--- config.mk ---
export PLATFORM = sky130hd
export DESIGN_NAME = sar_search
export DESIGN_NICKNAME = d
export VERILOG_FILES = /design/src/rtl/sar_search.sv
export SDC_FILE = /design/constraint.sdc
export NUM_CORES = 1
export LEC_CHECK = 0
export BUFFER_PORTS_ARGS = -buffer_cell sky130_fd_sc_hd__buf_2
export CORE_AREA = 10 10 47 49
export CTS_BUF_LIST = sky130_fd_sc_hd__clkbuf_16
export DETAILED_ROUTE_END_ITERATION = 8
export DIE_AREA = 0 0 57 59
export GPL_TIMING_DRIVEN = 0
export HOLD_SLACK_MARGIN = 0.15
export SLEW_MARGIN = 5
export SYNTH_ARGS = -nofsm -noshare
export SYNTH_HDL_FRONTEND = slang
export SYNTH_SLANG_ARGS = --single-unit
--- constraint.sdc ---
create_clock -name clk -period 3 [get_ports clk]
set_clock_uncertainty 0.1 [all_clocks]
set_input_delay 0.45 -clock clk [delete_from_list [all_inputs] [get_ports clk]]
set_output_delay 0.45 -clock clk [all_outputs]
set_load 0.05 [all_outputs]
--- src/rtl/sar_search.sv ---
// sar_search: successive-approximation search that recovers an unknown value
// from a magnitude comparator's greater/less/equal flags, one bit per cycle.
`default_nettype none

module sar_search #(
    parameter int WIDTH = 2
) (
    input  logic             clk,
    input  logic             rst,
    input  logic             start,
    input  logic             agb,
    input  logic             alb,
    input  logic             aeb,
    output logic [WIDTH-1:0] probe,
    output logic             busy,
    output logic             done,
    output logic [WIDTH-1:0] result,
    output logic             err
);

    localparam int KW = (WIDTH > 1) ? $clog2(WIDTH) : 1;

    typedef enum logic [0:0] {
        IDLE  = 1'b0,
        PROBE = 1'b1
    } state_t;

    state_t           state, state_n;
    logic [KW-1:0]    k, k_n;
    logic [WIDTH-1:0] acc, acc_n;
    logic [WIDTH-1:0] probe_n, result_n;
    logic             busy_n, done_n, err_n;
    logic [WIDTH-1:0] bit_k;
    logic             onehot;

    assign bit_k  = WIDTH'(1) << k;
    assign onehot = (agb & ~alb & ~aeb) | (~agb & alb & ~aeb) | (~agb & ~alb & aeb);

    always_comb begin
        state_n  = state;
        k_n      = k;
        acc_n    = acc;
        probe_n  = probe;
        result_n = result;
        err_n    = err;
        done_n   = 1'b0;
        case (state)
            IDLE: begin
                probe_n = '0;
                if (start) begin
                    acc_n   = '0;
                    k_n     = KW'(WIDTH - 1);
                    probe_n = WIDTH'(1) << (WIDTH - 1);
                    err_n   = 1'b0;
                    state_n = PROBE;
                end
            end
            PROBE: begin
                if (!onehot) begin
                    err_n    = 1'b1;
                    result_n = '0;
                    done_n   = 1'b1;
                    probe_n  = '0;
                    state_n  = IDLE;
                end else if (aeb) begin
                    result_n = probe;
                    done_n   = 1'b1;
                    probe_n  = '0;
                    state_n  = IDLE;
                end else begin
                    // agb keeps the trial bit, alb drops it
                    acc_n = agb ? probe : (probe & ~bit_k);
                    if (k != '0) begin
                        k_n     = k - KW'(1);
                        probe_n = acc_n | (bit_k >> 1);
                    end else begin
                        result_n = acc_n;
                        done_n   = 1'b1;
                        probe_n  = '0;
                        state_n  = IDLE;
                    end
                end
            end
            default: begin
                probe_n = '0;
                state_n = IDLE;
            end
        endcase
        busy_n = (state_n == PROBE);
    end

    always_ff @(posedge clk or posedge rst) begin
        if (rst) begin
            state  <= IDLE;
            k      <= KW'(WIDTH - 1);
            acc    <= '0;
            probe  <= '0;
            result <= '0;
            busy   <= 1'b0;
            done   <= 1'b0;
            err    <= 1'b0;
        end else begin
            state  <= state_n;
            k      <= k_n;
            acc    <= acc_n;
            probe  <= probe_n;
            result <= result_n;
            busy   <= busy_n;
            done   <= done_n;
            err    <= err_n;
        end
    end

endmodule

`default_nettype wire

* Yosys cells after proc, flatten, opt, wreduce, memory -nomap -nowiden *
Index checks and enable logic that the tools add are counted.

operators by class
  shift-type cells = 1
  muxes and demuxes = 26
  multipliers = 0
  $add $sub $neg = 1
  reduce and logical (&&, ||, !) cells = 3
  div/mod/pow operators = 0
  eq/ne operators = 5
  magnitude comparators = 0
  bitwise gates (word level) = 15

operator list
  cell                   number
  $mux W2                8
  $mux W1                14
  $ne A2 B2 Y1 const B   4
  $and A1 B1 Y1          6
  $pmux W1 S2            3
  $not A1 Y1             4
  $pmux W2 S2            1
  $reduce_and A2 Y1      2
  $ne A3 B3 Y1 const B   1
  $reduce_and A3 Y1      1
  $and A2 B2 Y2          1
  $not A2 Y2             1
  $or A1 B1 Y1           2
  $or A2 B1 Y2           1
  $shl A1 B1 Y2 const A  1
  $sub A1 B1 Y1 const B  1

word-level totals
  bits in latches = 0
  bits in read-only memories = 0
  memories kept = 0
  flip-flop bits (word level) = 8
  RAM bits = 0

* Logic depth before layout (Yosys ltp) *
Gate-level depths: netlist of run 1.

  depth after elaboration = 9
  mapped depth = 4
  depth with buffers taken out = 3

* Least setup slack after synthesis of run 1 *
Ideal clock, no wire load.

  path type = input-to-reg
  start point = in agb
  end point = reg probe[1]
  buffers on the path = 1
  data arrival time = 1.357 ns
  setup time = 0.074 ns
  path slack = 1.468 ns
  stages = 4
  path through = buf_6 -> xnor2_2 -> or4b_4 -> o21ai_2

between the ends
  word-level cells in the longest chain between the ends = 7
  elaborated cells on any way between the ends = 15
  classes of those cells = mux (5); bitwise (10)

RTL lines
  element                     RTL line  source
  start, declared             11        input logic agb,
  $not A1 Y1                  37        assign onehot = (agb & ~alb & ~aeb) | (~agb & alb & ~aeb) | (~agb & ~alb & aeb);
  $and A1 B1 Y1 (2 in a row)  37
  $or A1 B1 Y1 (2 in a row)   37
  $mux W2 *                   59        if (!onehot) begin
  $pmux W2 S2 *               47        case (state)
  named net probe_n[1]        31        logic [WIDTH-1:0] probe_n, result_n;
  end signal, assigned        106       probe <= probe_n;
  end, declared               14        output logic [WIDTH-1:0] probe,

The timed path passes the listed nets; every way through them passes the cells marked *.
A chain may end at the register's enable or synchronous reset.

==> impl_results.md, run 1 <==
* Status: completed
* Layout Nets at 59
* Layout area overhead at 36.7%
* TritonCTS clock tree: built
* Fin. max-slew vios at 0
* Main synth FF type: dfrtp_1
* Synth Warn # at 0
* Initial DRC count at 12
* Register-to-register setup slack at 1.55 ns
* RR Startpoint: k
* Wirelength per Cell at around 15 µm
* Synth Register Bits at 8
* Total track usage at 0.0588
* CTS Buf Count at 3
* Antenna diodes at 0
* RSZ-0062 raised after global routing: false
* Hold Path End: result[0]
* Post-Place Setup Slack at 1.41 ns
* Asr flop ratio synth at 1.00
* Die Area at 3360 µm²
* Simple-gate share of the synthesized area at 0.167
* Vias in the first global route at 331
* Setup_tns at 0 ns
* Core area at 1400 µm²
* Pin count of the biggest net entering global routing at 11
* R2R cell count at 3
* Std cell rows at 14
* Post-Route WL at between 1000 and 1500 µm
* Area after DPL at 484 µm²
* Critical path required time at 2.45 ns
* Post-Syn Area at 419 µm²
* Avg Cell Area, Syn at 11.0 µm²
* Post-Synth Adder-Cell Area at 0
* Global-route wire length before repair at 1540 µm
* Layout cells sized above 1 at 0.365
* Number of flops mapped to enable cells by yosys at 0
* H-Tree Depth at 1
* Syn Nets at 44
* Critical path's slowest cell: dfrtp_1
* I/O pins at 13
* Reg-to-Reg End: probe[1]
* Critical path endpoint category: output port
* Fmax at 0.639 GHz
* Final number of hold-violating endpoints at 0
* Post-DRT Antenna Nets at 0
* Final GP Congestion at between 0.7 and 0.8
* Synth Area in XOR/XNOR at 0.0597
* Critical Path, Cell by Cell: buf_2
* DRC violations left at 0
* Kind of cell adding the most delay to the critical path: flip-flops
* Synth top cells by count: 7 x dfrtp_1, 5 x inv_1, 3 x nand2_1
* Final core occ at 0.409
* Root Buffer: clkbuf_16
* Dominant cell type by area after synthesis: dfrtp_1
* Critical Path Fanout Max at 8
* Avg Vias per Cell at 4.78
* Worst path arrival time at 1.01 ns
* Setup Crit Path Kind: flip-flop to output port
* Sink Count at 8
* Post-route cell area at between 500 and 600 µm²
* Clock transition at the registers of the reported paths at 0.04 ns
* Mux share of post-synthesis cell area at 0.0239
* Initial Util at 0.299
* Synth Instances at 38
* WP buf/inv at 1
* Clock Latency Late Sink at 0.23 ns
* Slew headroom at 0.784
* Ranking of synthesized cells by area: dfrtp_1 42%, dfstp_2 6.3%, buf_6 5.4%
* Period Utilization, post-route at 0.522
* Pleak at 0.000286 µW
* Slew at the pin closest to its max-slew limit at 0.324 ns
* VDD IR max at 0.281 mV
* Share of Yosys cell area claimed by the top area cell type at 0.418
* Slowest Stage Delay on Critical Path at 0.47 ns
* Synth Area in Compound Gates at 0.158
* Port bufs at 9
* Register area share after synthesis at 0.481
* Initial antenna violation count at 0
* Pwr dens at 799 nW/µm²
* Die span in y at 59 µm
* Setup WS post-layout at 1.44 ns
* Hold_sp: alb
* Startpoint Class: flip-flop
* Hold crit path type: primary input to flip-flop
* Fill cell count at 146
* Chip width at 57 µm
* Count leader, synth: dfrtp_1
* Final setup fails at 0
* Congestion Overflow GR at 0
* Total number of vias at 325
* Drt first pass iters at 4
* Max clock buf depth at 2
* Max-cap violations at 0
* Hold Path Cell Cnt at 2
* Main combinational cell family by area after synthesis: simple AND/OR/NAND/NOR gates
* Post-layout min period at 1.56 ns
* Cell variety after synth at 22
## sequential cells by signal, indices dropped and copies added, names as in the netlist
register,cells
done,1
result,2
probe,2
err,1
k,1
state,1
## cell families (layout without fill, tap and decap cells)
kind of cell | after synthesis | in the layout
xor+xnor | 2 | 2
compound gates | 8 | 8
buf+inv | 8 | 22
flops | 8 | 8
simple gates | 11 | 11
mux | 1 | 1
## stage by stage
step,hold WS (ns),power (µW),cells
finish,0.364,458,68
global placement,0.305,229,63
detailed placement,0.311,231,63
CTS,0.365,462,68
floorplan,0.165,209,38
global route,0.358,478,68
## how the worst max path moves through the flow
stage / startpoint / end / slack (ns) / cells past startpoint
4_1_cts: state / busy / 1.43 / 1
6_report: state / busy / 1.44 / 1
5_1_grt: state / busy / 1.36 / 1
3_3_place_gp: agb / probe[1] / 1.43 / 4
2_1_floorplan: agb / probe[1] / 1.47 / 4
3_5_place_dp: agb / probe[1] / 1.41 / 4
## repair_timing
item,4_1_cts,5_1_grt
resized for setup,0,0
setup buffers,0,0
hold endpoints to repair,7,0
setup endpoints to repair,0,0
hold buffers,1,0
## area by class of cell
| type | count | area (µm²) | share of cell area |
|---|---|---|---|
| flip-flops and latches | 8 | 201 | 0.352 |
| multi-input cells | 22 | 171 | 0.299 |
| clock buffers | 3 | 75.1 | 0.131 |
| repair buffers | 10 | 55.1 | 0.0961 |
| plain buffers | 3 | 27.5 | 0.0480 |
| well taps | 16 | 20.0 | 0.0349 |
| inverters | 5 | 18.8 | 0.0328 |
| clock inverters | 1 | 3.75 | 0.00655 |
## placed cells by master (no fill, tap or decap), types with 2 or more instances in the layout
cell type,instances
buf_2,10
dfrtp_1,7
inv_1,6
nand2_1,3
clkbuf_16,3
buf_6,2
nor2_1,2
nand2b_1,2
nor4b_1,2
## per-layer routing
metal | global-route usage | routed length (µm) | vias to the layer above
li1 | - | - | 160
met1 | 0.0716 | 496 | 152
met2 | 0.0822 | 449 | 13
met3 | 0.0365 | 66 | 0
met4 | 0.0201 | 0 | 0
met5 | 0 | 0 | -
## power by group
part           internal, µW  leakage, µW  switching [µW]
Sequential              124     0.000102            11.3
Combinational          28.8     0.000141            66.9
Clock                   174    0.0000423            53.3
Total                   327     0.000286             132
(Power assumes the default switching activity.)
==> run 2: changes to the inputs <==
- clock period: 3 -> 1.5 ns (I/O delays scaled with it)
==> impl_results.md, run 2 (same netlist as run 1, synthesis figures left out) <==
* Final number of hold-violating endpoints at 0
* Clock Latency Late Sink at 0.23 ns
* Final setup fails at 0
* Layout Nets at 61
* Setup Crit Path Kind: flip-flop to flip-flop
* Slew headroom at 0.800
* Hold crit path type: primary input to flip-flop
* Worst path arrival time at around 1.5 ns
* Global-route wire length before repair at 1500 µm
* Initial DRC count at 7
* RSZ-0062 raised after global routing: false
* Fin. max-slew vios at 0
* Post-DRT Antenna Nets at 0
* I/O pins at 13
* Final GP Congestion at 0.693
* Avg Vias per Cell at 4.70
* Comb pwr share at 0.218
* RR Startpoint: k
* Pwr dens at roughly 1600 nW/µm²
* Clock group share of total power at 0.489
* Commonest non-fill, non-tap cell in the layout: buf_2
* Hold Path Cell Cnt at 3
* Die Area at 3360 µm²
* Layout cells sized above 1 at 0.407
* Setup_tns at 0 ns
* Most frequent cells in the layout: 10 x buf_2, 6 x dfrtp_1, 5 x inv_1
* Period Utilization, post-route at 0.954
* Critical path required time at ~1.6 ns
* Internal Pwr Total at 661 µW
* Chip width at roughly 57 µm
* Max-cap violations at 0
* Die span in y at 59 µm
* Max clock buf depth at 2
* Reg-to-Reg End: probe[1]
* Port bufs at 9
* Initial antenna violation count at 0
* Post-layout min period at 1.43 ns
* Total number of vias at 329
* TritonCTS clock tree: built
* Pleak at 0.000291 µW
* Register share of total power at 0.293
* Startpoint Class: flip-flop
* Post-Route WL at a little under 900 µm
* Critical Path Fanout Max at 3
* Sink Count at 8
* Switching power at 258 µW
* Slew at the pin closest to its max-slew limit at around 0.3 ns
* Root Buffer: clkbuf_16
* Register-to-register setup slack at 0.07 ns
* Wirelength per Cell at 12.8 µm
* DRC violations left at 0
* Dpl hpwl at 680 µm
* Final core occ at 0.422
* Clock transition at the registers of the reported paths at 0.04 ns
* Fmax at 0.699 GHz
* Drt first pass iters at 3
* Switch share at 0.281
* Antenna diodes at 0
* Initial Util at 0.299
* H-Tree Depth at 1
* Hold Path End: probe[1]
* R2R cell count at 3
* Core area at 1400 µm²
* VDD IR max at 1.08 mV
* Congestion Overflow GR at 0
* Pin count of the biggest net entering global routing at 11
* Critical path endpoint category: flip-flop
* CTS Buf Count at 3
* Total track usage at 0.0569
* Layout area overhead at 41.2%
* Regs by FF count: probe: 2 flops, result: 2 flops
* Hold_sp: agb
* Std cell rows at 14
* Vias in the first global route at 336
* Status: completed
## run 2: power by group through the flow
stage	Clock (µW)	Combinational, µW	Sequential, µW
6_report	449	201	269
2_1_floorplan	0	70.4	348
4_1_cts	456	194	271
5_1_grt	472	217	273
3_5_place_dp	0	189	273
3_3_place_gp	0	188	272
## run 2: area by class of cell
class / count / area (µm²)
plain buffers: 3 / 27.5
clock buffers: 3 / 75.1
clock inverters: 1 / 3.75
fillers: 144 / 810
inverters: 5 / 18.8
multi-input cells: 22 / 171
flip-flops and latches: 8 / 203
well taps: 16 / 20.0
repair buffers: 12 / 72.6
## run 2: what timing repair did
action	4_1_cts	5_1_grt
gates resized for setup	0	1
hold buffers	2	0
endpoints found under the setup margin	0	1
setup buffers	0	1
endpoints found under the hold margin	9	0
## run 2: stage by stage
| stage | cells | hold WS [ns] | area [µm²] | total power [µW] | setup slack (ns) |
|---|---|---|---|---|---|
| finish | 70 | 0.178 | 592 | 920 | 0.0693 |
| global route | 70 | 0.202 | 592 | 962 | 0.0150 |
| CTS | 69 | 0.169 | 584 | 920 | 0.0586 |
| detailed placement | 63 | 0.0825 | 485 | 463 | 0.0668 |
| global placement | 63 | 0.0792 | 485 | 459 | 0.0857 |
| floorplan | 38 | -0.0601 | 420 | 418 | 0.128 |
## run 2: metal layers
metal  vias to the layer above  part of all wire  track usage
li1                        163                 -            -
met1                       158              0.42       0.0567
met2                         8              0.48       0.0853
met3                         0             0.095       0.0494
met4                         0                 0       0.0201
met5                         -                 0            0
## run 2: worst max-delay path: stages (launching register included)
cell     delay [ns]
dfstp_2        0.54
inv_2          0.05
or4b_4         0.55
o21ai_2        0.12
## run 2: worst max path at each step
| stage | startpoint | end | slack [ns] |
|---|---|---|---|
| finish | k | probe[1] | 0.07 |
| global route | k | probe[1] | 0.02 |
| CTS | k | probe[1] | 0.06 |
| detailed placement | k | probe[1] | 0.07 |
| global placement | k | probe[1] | 0.09 |
| floorplan | k | probe[1] | 0.13 |
